### config.mk
export PLATFORM = sky130hd
export DESIGN_NAME = bit_usage_monitor
export DESIGN_NICKNAME = d
export VERILOG_FILES = /design/src/rtl/bit_usage_pkg.sv /design/src/rtl/bit_usage_monitor.sv
export SDC_FILE = /design/constraint.sdc
export NUM_CORES = 1
export LEC_CHECK = 0
export CAP_MARGIN = 20
export CORE_ASPECT_RATIO = 0.75
export CORE_MARGIN = 1.5
export CORE_UTILIZATION = 25
export DETAILED_ROUTE_END_ITERATION = 12
export GPL_TIMING_DRIVEN = 1
export PLACE_DENSITY = 0.48
export SLEW_MARGIN = 20
export SYNTH_ARGS = -nofsm -noshare
export SYNTH_HDL_FRONTEND = slang
export SYNTH_SLANG_ARGS = --single-unit
export TNS_END_PERCENT = 50
### constraint.sdc
create_clock -name clk -period 3.7 [get_ports clk]
set_input_delay 0.37 -clock clk [delete_from_list [all_inputs] [get_ports clk]]
set_output_delay 0.37 -clock clk [all_outputs]
set_load 0.005 [all_outputs]
### src/rtl/bit_usage_pkg.sv
// Shared types for the runtime bit-usage monitor.
// Scan FSM states, report kind encodings and the per-bit classifier.
package bit_usage_pkg;

  typedef enum logic [1:0] {
    MONITOR,
    SCAN,
    EMIT,
    DONE
  } state_e;

  localparam logic [1:0] KIND_UNDRIVEN = 2'b01;
  localparam logic [1:0] KIND_UNUSED   = 2'b10;
  localparam logic [1:0] KIND_BOTH     = 2'b11;

  function automatic logic [1:0] bit_kind(
    input logic drv,
    input logic used
  );
    logic [1:0] k;
    k = 2'b00;
    if (!drv)  k = k | KIND_UNDRIVEN;
    if (!used) k = k | KIND_UNUSED;
    return k;
  endfunction

endpackage

### src/rtl/bit_usage_monitor.sv
// Sticky driven/used masks over a packed vector, with an on-demand
// scan that streams one report per undriven and/or unused bit.
module bit_usage_monitor
  import bit_usage_pkg::*;
#(
  parameter int WIDTH = 16,
  parameter int IDX_W = $clog2(WIDTH)
) (
  input  logic             clk,
  input  logic             rst,
  input  logic             wr_en,
  input  logic [WIDTH-1:0] wr_mask,
  input  logic             rd_en,
  input  logic [WIDTH-1:0] rd_mask,
  input  logic             clr,
  input  logic             report_req,
  output logic             rpt_valid,
  input  logic             rpt_ready,
  output logic [IDX_W-1:0] rpt_idx,
  output logic [1:0]       rpt_kind,
  output logic             busy,
  output logic             done,
  output logic [IDX_W:0]   rpt_count
);

  typedef struct packed {
    logic [IDX_W-1:0] idx;
    logic [1:0]       kind;
  } rpt_t;

  localparam logic [IDX_W-1:0] LAST = IDX_W'(WIDTH - 1);

  state_e           state_q, state_d;
  logic [IDX_W-1:0] idx_q, idx_d;
  logic [WIDTH-1:0] drv_q, drv_d;
  logic [WIDTH-1:0] used_q, used_d;
  rpt_t             rpt_q, rpt_d;
  logic             valid_q, valid_d;
  logic [IDX_W:0]   cnt_q, cnt_d;
  logic [1:0]       kind;

  always_ff @(posedge clk or posedge rst) begin
    if (rst) begin
      state_q <= MONITOR;
      idx_q   <= '0;
      drv_q   <= '0;
      used_q  <= '0;
      rpt_q   <= '0;
      valid_q <= 1'b0;
      cnt_q   <= '0;
    end else begin
      state_q <= state_d;
      idx_q   <= idx_d;
      drv_q   <= drv_d;
      used_q  <= used_d;
      rpt_q   <= rpt_d;
      valid_q <= valid_d;
      cnt_q   <= cnt_d;
    end
  end

  always_comb begin
    state_d = state_q;
    idx_d   = idx_q;
    drv_d   = drv_q;
    used_d  = used_q;
    rpt_d   = rpt_q;
    valid_d = valid_q;
    cnt_d   = cnt_q;
    kind    = bit_kind(drv_q[idx_q], used_q[idx_q]);
    unique case (state_q)
      MONITOR: begin
        // clr dominates any same-cycle observation
        if (clr) begin
          drv_d  = '0;
          used_d = '0;
        end else begin
          if (wr_en) drv_d  = drv_q | wr_mask;
          if (rd_en) used_d = used_q | rd_mask;
        end
        if (report_req) begin
          state_d = SCAN;
          idx_d   = '0;
          cnt_d   = '0;
        end
      end
      SCAN: begin
        if (kind != 2'b00) begin
          rpt_d.idx  = idx_q;
          rpt_d.kind = kind;
          valid_d    = 1'b1;
          state_d    = EMIT;
        end else if (idx_q == LAST) begin
          state_d = DONE;
        end else begin
          idx_d = idx_q + IDX_W'(1);
        end
      end
      EMIT: begin
        if (valid_q && rpt_ready) begin
          valid_d = 1'b0;
          cnt_d   = cnt_q + (IDX_W+1)'(1);
          if (idx_q == LAST) begin
            state_d = DONE;
          end else begin
            idx_d   = idx_q + IDX_W'(1);
            state_d = SCAN;
          end
        end
      end
      DONE: begin
        state_d = MONITOR;
      end
      default: begin
        state_d = MONITOR;
      end
    endcase
  end

  assign rpt_valid = valid_q;
  assign rpt_idx   = rpt_q.idx;
  assign rpt_kind  = rpt_q.kind;
  assign busy      = (state_q != MONITOR);
  assign done      = (state_q == DONE);
  assign rpt_count = cnt_q;

endmodule

## After elaboration in Yosys (flattened, before gate mapping)

Index checks and enable logic that the tools add are counted.

- Mux-type cells: 27
- Add/subtract/negate cells: 2
- Magnitude comparators: 1
- Bitwise operators: 2
- Reductions and logical operators: 16
- Equality and inequality tests: 9

Operators by type and width:

| operator | number |
|---|---|
| 2-to-1 mux 16 bit | 4 |
| OR 16 bit | 2 |
| 2-to-1 mux 4 bit | 4 |
| 2-to-1 mux 2 bit | 6 |
| case mux 4 bit (3 select lines) | 1 |
| nonzero test 2 bit | 6 |
| 2-to-1 mux 5 bit | 2 |
| case mux 5 bit (2 select lines) | 1 |
| AND reduction 3 bit | 3 |
| binary-select mux 1 bit (select 4 bit) | 2 |
| inequality test 2 bit (second input constant) | 4 |
| case mux 2 bit (4 select lines) | 1 |
| AND reduction 2 bit | 3 |
| adder 5 x 1 -> 5 bit (second input constant) | 1 |
| < comparator 4 x 5 -> 1 bit (second input constant) | 1 |
| 2-to-1 mux 1 bit | 5 |
| adder 4 x 1 -> 4 bit (second input constant) | 1 |
| equality test 2 bit (second input constant) | 2 |
| equality test 4 bit (second input constant) | 1 |
| AND reduction 4 bit | 1 |
| inequality test 3 bit (second input constant) | 1 |
| nonzero test 3 bit | 1 |
| equality test 2 x 1 -> 1 bit (second input constant) | 1 |
| logical NOT 2 bit | 1 |
| other kinds (2) | 2 |

- Register bits: 50
- Word-level logic and storage cells: 65
- Bits of input ports: 39

## Longest topological paths before layout

- Word-level depth: 7
- Depth in mapped cells: 8
- Gate-level depth less buffers: 8

## Worst setup path before layout

OpenSTA, ideal clock, no wires.

- Kind: reg-to-reg
- Start point: register state_q[0]
- End point: register idx_q[0]
- Required time: 3.575 ns
- Arrival: 2.000 ns
- Clock period less this slack: 2.125 ns
- Slack: 1.575 ns
- Stages on the path, launching flop included: 9
- Buffers on the path: 0
- Path through: dfrtp_1 -> inv_1 -> ha_1 -> inv_1 -> a2bb2oi_1 -> nand2_1 -> nor2_1 -> nand2_4 -> mux2_4

- Cells in the longest elaborated chain, start to end: 3
- Elaborated cells between the ends (all ways): 9
- Those cells by class: eq/ne: 5; mux: 1; reduce/logical: 3

RTL lines:

| what | line | RTL |
|---|---|---|
| from (decl) | bit_usage_monitor.sv:33 | `state_e state_q, state_d;` |
| from (signal assigned) | bit_usage_monitor.sv:52 | `state_q <= state_d;` |
| equality test 2 x 1 -> 1 bit (tied with other cells) | bit_usage_monitor.sv:71 | `unique case (state_q)` |
| inequality test 2 bit (no line) or nonzero test 3 bit (tied branches) | - |  |
| AND reduction 4 bit (no line) | - |  |
| to (signal assigned) | bit_usage_monitor.sv:53 | `idx_q <= idx_d;` |
| to (decl) | bit_usage_monitor.sv:34 | `logic [IDX_W-1:0] idx_q, idx_d;` |

Several ways; a longest one is shown, not always the timed one.
A chain may end at the register's enable or synchronous reset.

## Final worst setup path

Ends and elaborated chain as after synthesis.

==> flow_metrics.tcl <==
set metrics [dict create \
    synth_top_area_cell "dfrtp_1" \
    synth.most_common_cell "dfrtp_1" \
    p_leak_nw 1.40 \
    final_nets 321 \
    die_x_um 115 \
    cts_resized 0 \
    placed_cells 397 \
    finalHoldViolCount 0 \
    outcome "completed" \
    pre_cts_slack_ns 1.25 \
    cp-start-kind "register" \
    synthesis.area_sq_um 2370 \
    reg2reg_slack_ns 1.22 \
    report.final.slew_viol_count 0 \
    drt_wl_total_mm 5.69 \
    antennaDiodeCount 0 \
    path_max_fanout 9 \
    synth_cell_types 38 \
    synth-edff-count 0 \
    post-route-drc-count 0 \
    finalNonFillerCells 405 \
    synth_compound_area_share_pct 12.9 \
    ys_ff_latch 50 \
    fin_skew_ns 0.00549 \
    num_vias 1819 \
    grt_max_degree 33 \
    syn_inst 225 \
    postRouteAntennaNets 0 \
    synth_top_family_by_area "simple AND/OR/NAND/NOR gates" \
    required_ns 3.88 \
    htreeDepth 2 \
    antenna_found_initial 0 \
    power_mw 2.73 \
    dr.pass1.iters 4 \
    use_met3_pct 2.57 \
    synth-seq-area-share_pct 52.7 \
    synth.top_cell.area_share_pct 52.7 \
    synth-async-reset-ratio_pct 100 \
    syn2layout_area_growth_pct 36.6 \
    critPathKind "reg -> reg" \
    cts.sinks 50 \
    grt_setup_unrepaired "false" \
    portBuffers 52 \
    drv_cap 0 \
    floorplan.rows 30 \
    coreArea_sq_um 9120 \
    vdd_drop_max_v 0.000241 \
    post-route-min-period_ns 2.48 \
    fin_setup_tns_ns 0 \
    cts_setup_buffers 0 \
    drtIter0Drc 67 \
    synthTopCellsByCount "dfrtp_1, nor2_1, a21oi_1, nand2_1, clkbuf_1" \
    clock_latency_ns 0.29 \
    yosys-mux-area-fraction_pct 10.5 \
    p_per_area_nw_per_um2 843 \
    cts_root_buffer "clkbuf_16" \
    crit_arrival_ns 2.66 \
    endpoint_kind "register" \
    num-fill-cells 896 \
    fin_util_pct 35.5 \
    first_global_vias 1857 \
    top_usage_layer "met2" \
    synthFlopType "dfrtp_1" \
    fp.dieH_um 87.4 \
    wl_per_cell_um 14.0 \
    min-delay-path-class "in -> async" \
    synth.avg_cell_area_sq_um 10.5 \
    drive_gt1_share_pct 10.1 \
    synthAdderAreaFrac_pct 3.16 \
    grt_first_pass_wirelength_mm 9.46 \
    cts_tree "yes" \
    slew_headroom_pct 52.5 \
    synth_xor_area_share_pct 1.11 \
    timing.final.crit_share_pct 67.1 \
    max_freq_mhz 403 \
    start_util_pct 26.0 \
    path_clk_slew_ns 0.07 \
    clk_path_buf_depth 2 \
    synth_nets 270 \
    yosys-top-cells-area "dfrtp_1, a21oi_1, nor2_1" \
    grt.overflow.total 0 \
    postCtsHoldBufs 0 \
    setup_viol 0 \
    grt_use_total_pct 12.2 \
    io_pins 53 \
    hpwl_mm 4.10 \
    die_area_sq_um 10100 \
    gp_congestion 0.781 \
    tightest_slew_ns 0.711 \
    cts-buffers-inserted 5 \
    vias_per_cell 4.49 \
    layout_setup_ws_ns 1.22 \
    synth_warnings 0 \
    yosys.area_share.simple_pct 16.7 \
    grtUsageMet1_pct 17.6 \
    globalRouteMet2Util_pct 18.5 \
]
[worst max-delay path: stages, from the launching register on]
cell and delay (ns):
dfrtp_1 0.45, inv_1 0.11, ha_1 0.28, inv_1 0.16, a2bb2oi_1 0.55, nand2_1 0.10, nor2_1 0.29, nand2_4 0.11
mux2_4 0.31
[final cells by class]
class                   instances  area (sq um)  share of cell area (%)
clock inverters                 2          60.1                    1.85
clock buffers                   6           139                    4.29
flip-flops and latches         50          1250                    38.6
inverters                       5          18.8                   0.579
multi-input cells             159          1050                    32.6
repair buffers                 55           556                    17.1
well taps                     128           160                    4.94
[cells by family (layout without fill, tap and decap cells)]
group,after synthesis,count (layout)
xor gates and xnor gates,3,3
AOI/OAI and AO/OA,50,50
buffers and inverters,16,68
adders and majority gates,6,6
muxes,13,13
DFF,50,50
and+or+nand+nor,87,87
[per-stage QoR]
step,hold WS (ns),area [sq um]
2_1_floorplan,0.454,2370
3_5_place_dp,0.477,3040
6_report,0.471,3240
3_3_place_gp,0.469,3020
4_1_cts,0.490,3240
5_1_grt,0.504,3240
[sequential cells by signal, indices dropped and copies added, names as in the netlist]
signal / flops
rpt_kind: 2
drv_q: 16
idx_q: 4
rpt_idx: 4
state_q: 2
rpt_valid: 1
rpt_count: 5
used_q: 16
[worst paths after layout]
kind                                    startpoint                       end  depth (start not counted)
setup / recovery            state_q[0]$_DFFE_PP0P_      idx_q[0]$_DFFE_PP0P_                          8
hold / removal                                 rst  rpt_count[4]$_DFFE_PP0P_                          2
setup reg to reg            state_q[0]$_DFFE_PP0P_      idx_q[0]$_DFFE_PP0P_                          8
hold reg to reg            rpt_kind[1]$_DFFE_PP0P_   rpt_kind[1]$_DFFE_PP0P_                          2
max in group asynchronous                      rst      drv_q[2]$_DFFE_PP0P_                          3
min in group clk           rpt_kind[1]$_DFFE_PP0P_   rpt_kind[1]$_DFFE_PP0P_                          2
[layer usage]
layer | vias up | routed length (um)
li1 | 888 | -
met5 | - | 0
met1 | 886 | 2930
met4 | 0 | 40
met3 | 4 | 216
met2 | 41 | 2490
[report_power, final]
group	total (mW)	internal, mW	switching [mW]
Sequential	0.995	0.786	0.209
Clock	0.608	0.406	0.202
Combinational	1.13	0.581	0.549
Total	2.73	1.77	0.960
[cell usage in the layout (no fill, tap or decap), drive strengths merged]
cell type	n
ha	6
nand3b	1
o2bb2ai	3
bufinv	2
mux2i	1
a21oi	33
mux4	8
a22oi	2
dfrtp	50
nand4	2
o21ai	5
and2	1
nand2	21
a32o	1
nand3	8
or3b	1
a31oi	1
a21bo	1
mux2	4
nor2	43
nand2b	1
o221a	1
clkdlybuf4s50	52
and2b	1
a2bb2oi	2
xor2	3
o21a	1
nor3	1
inv	5
nor2b	3
clkbuf	6
buf	3
and3	4
(Power assumes the default switching activity.)
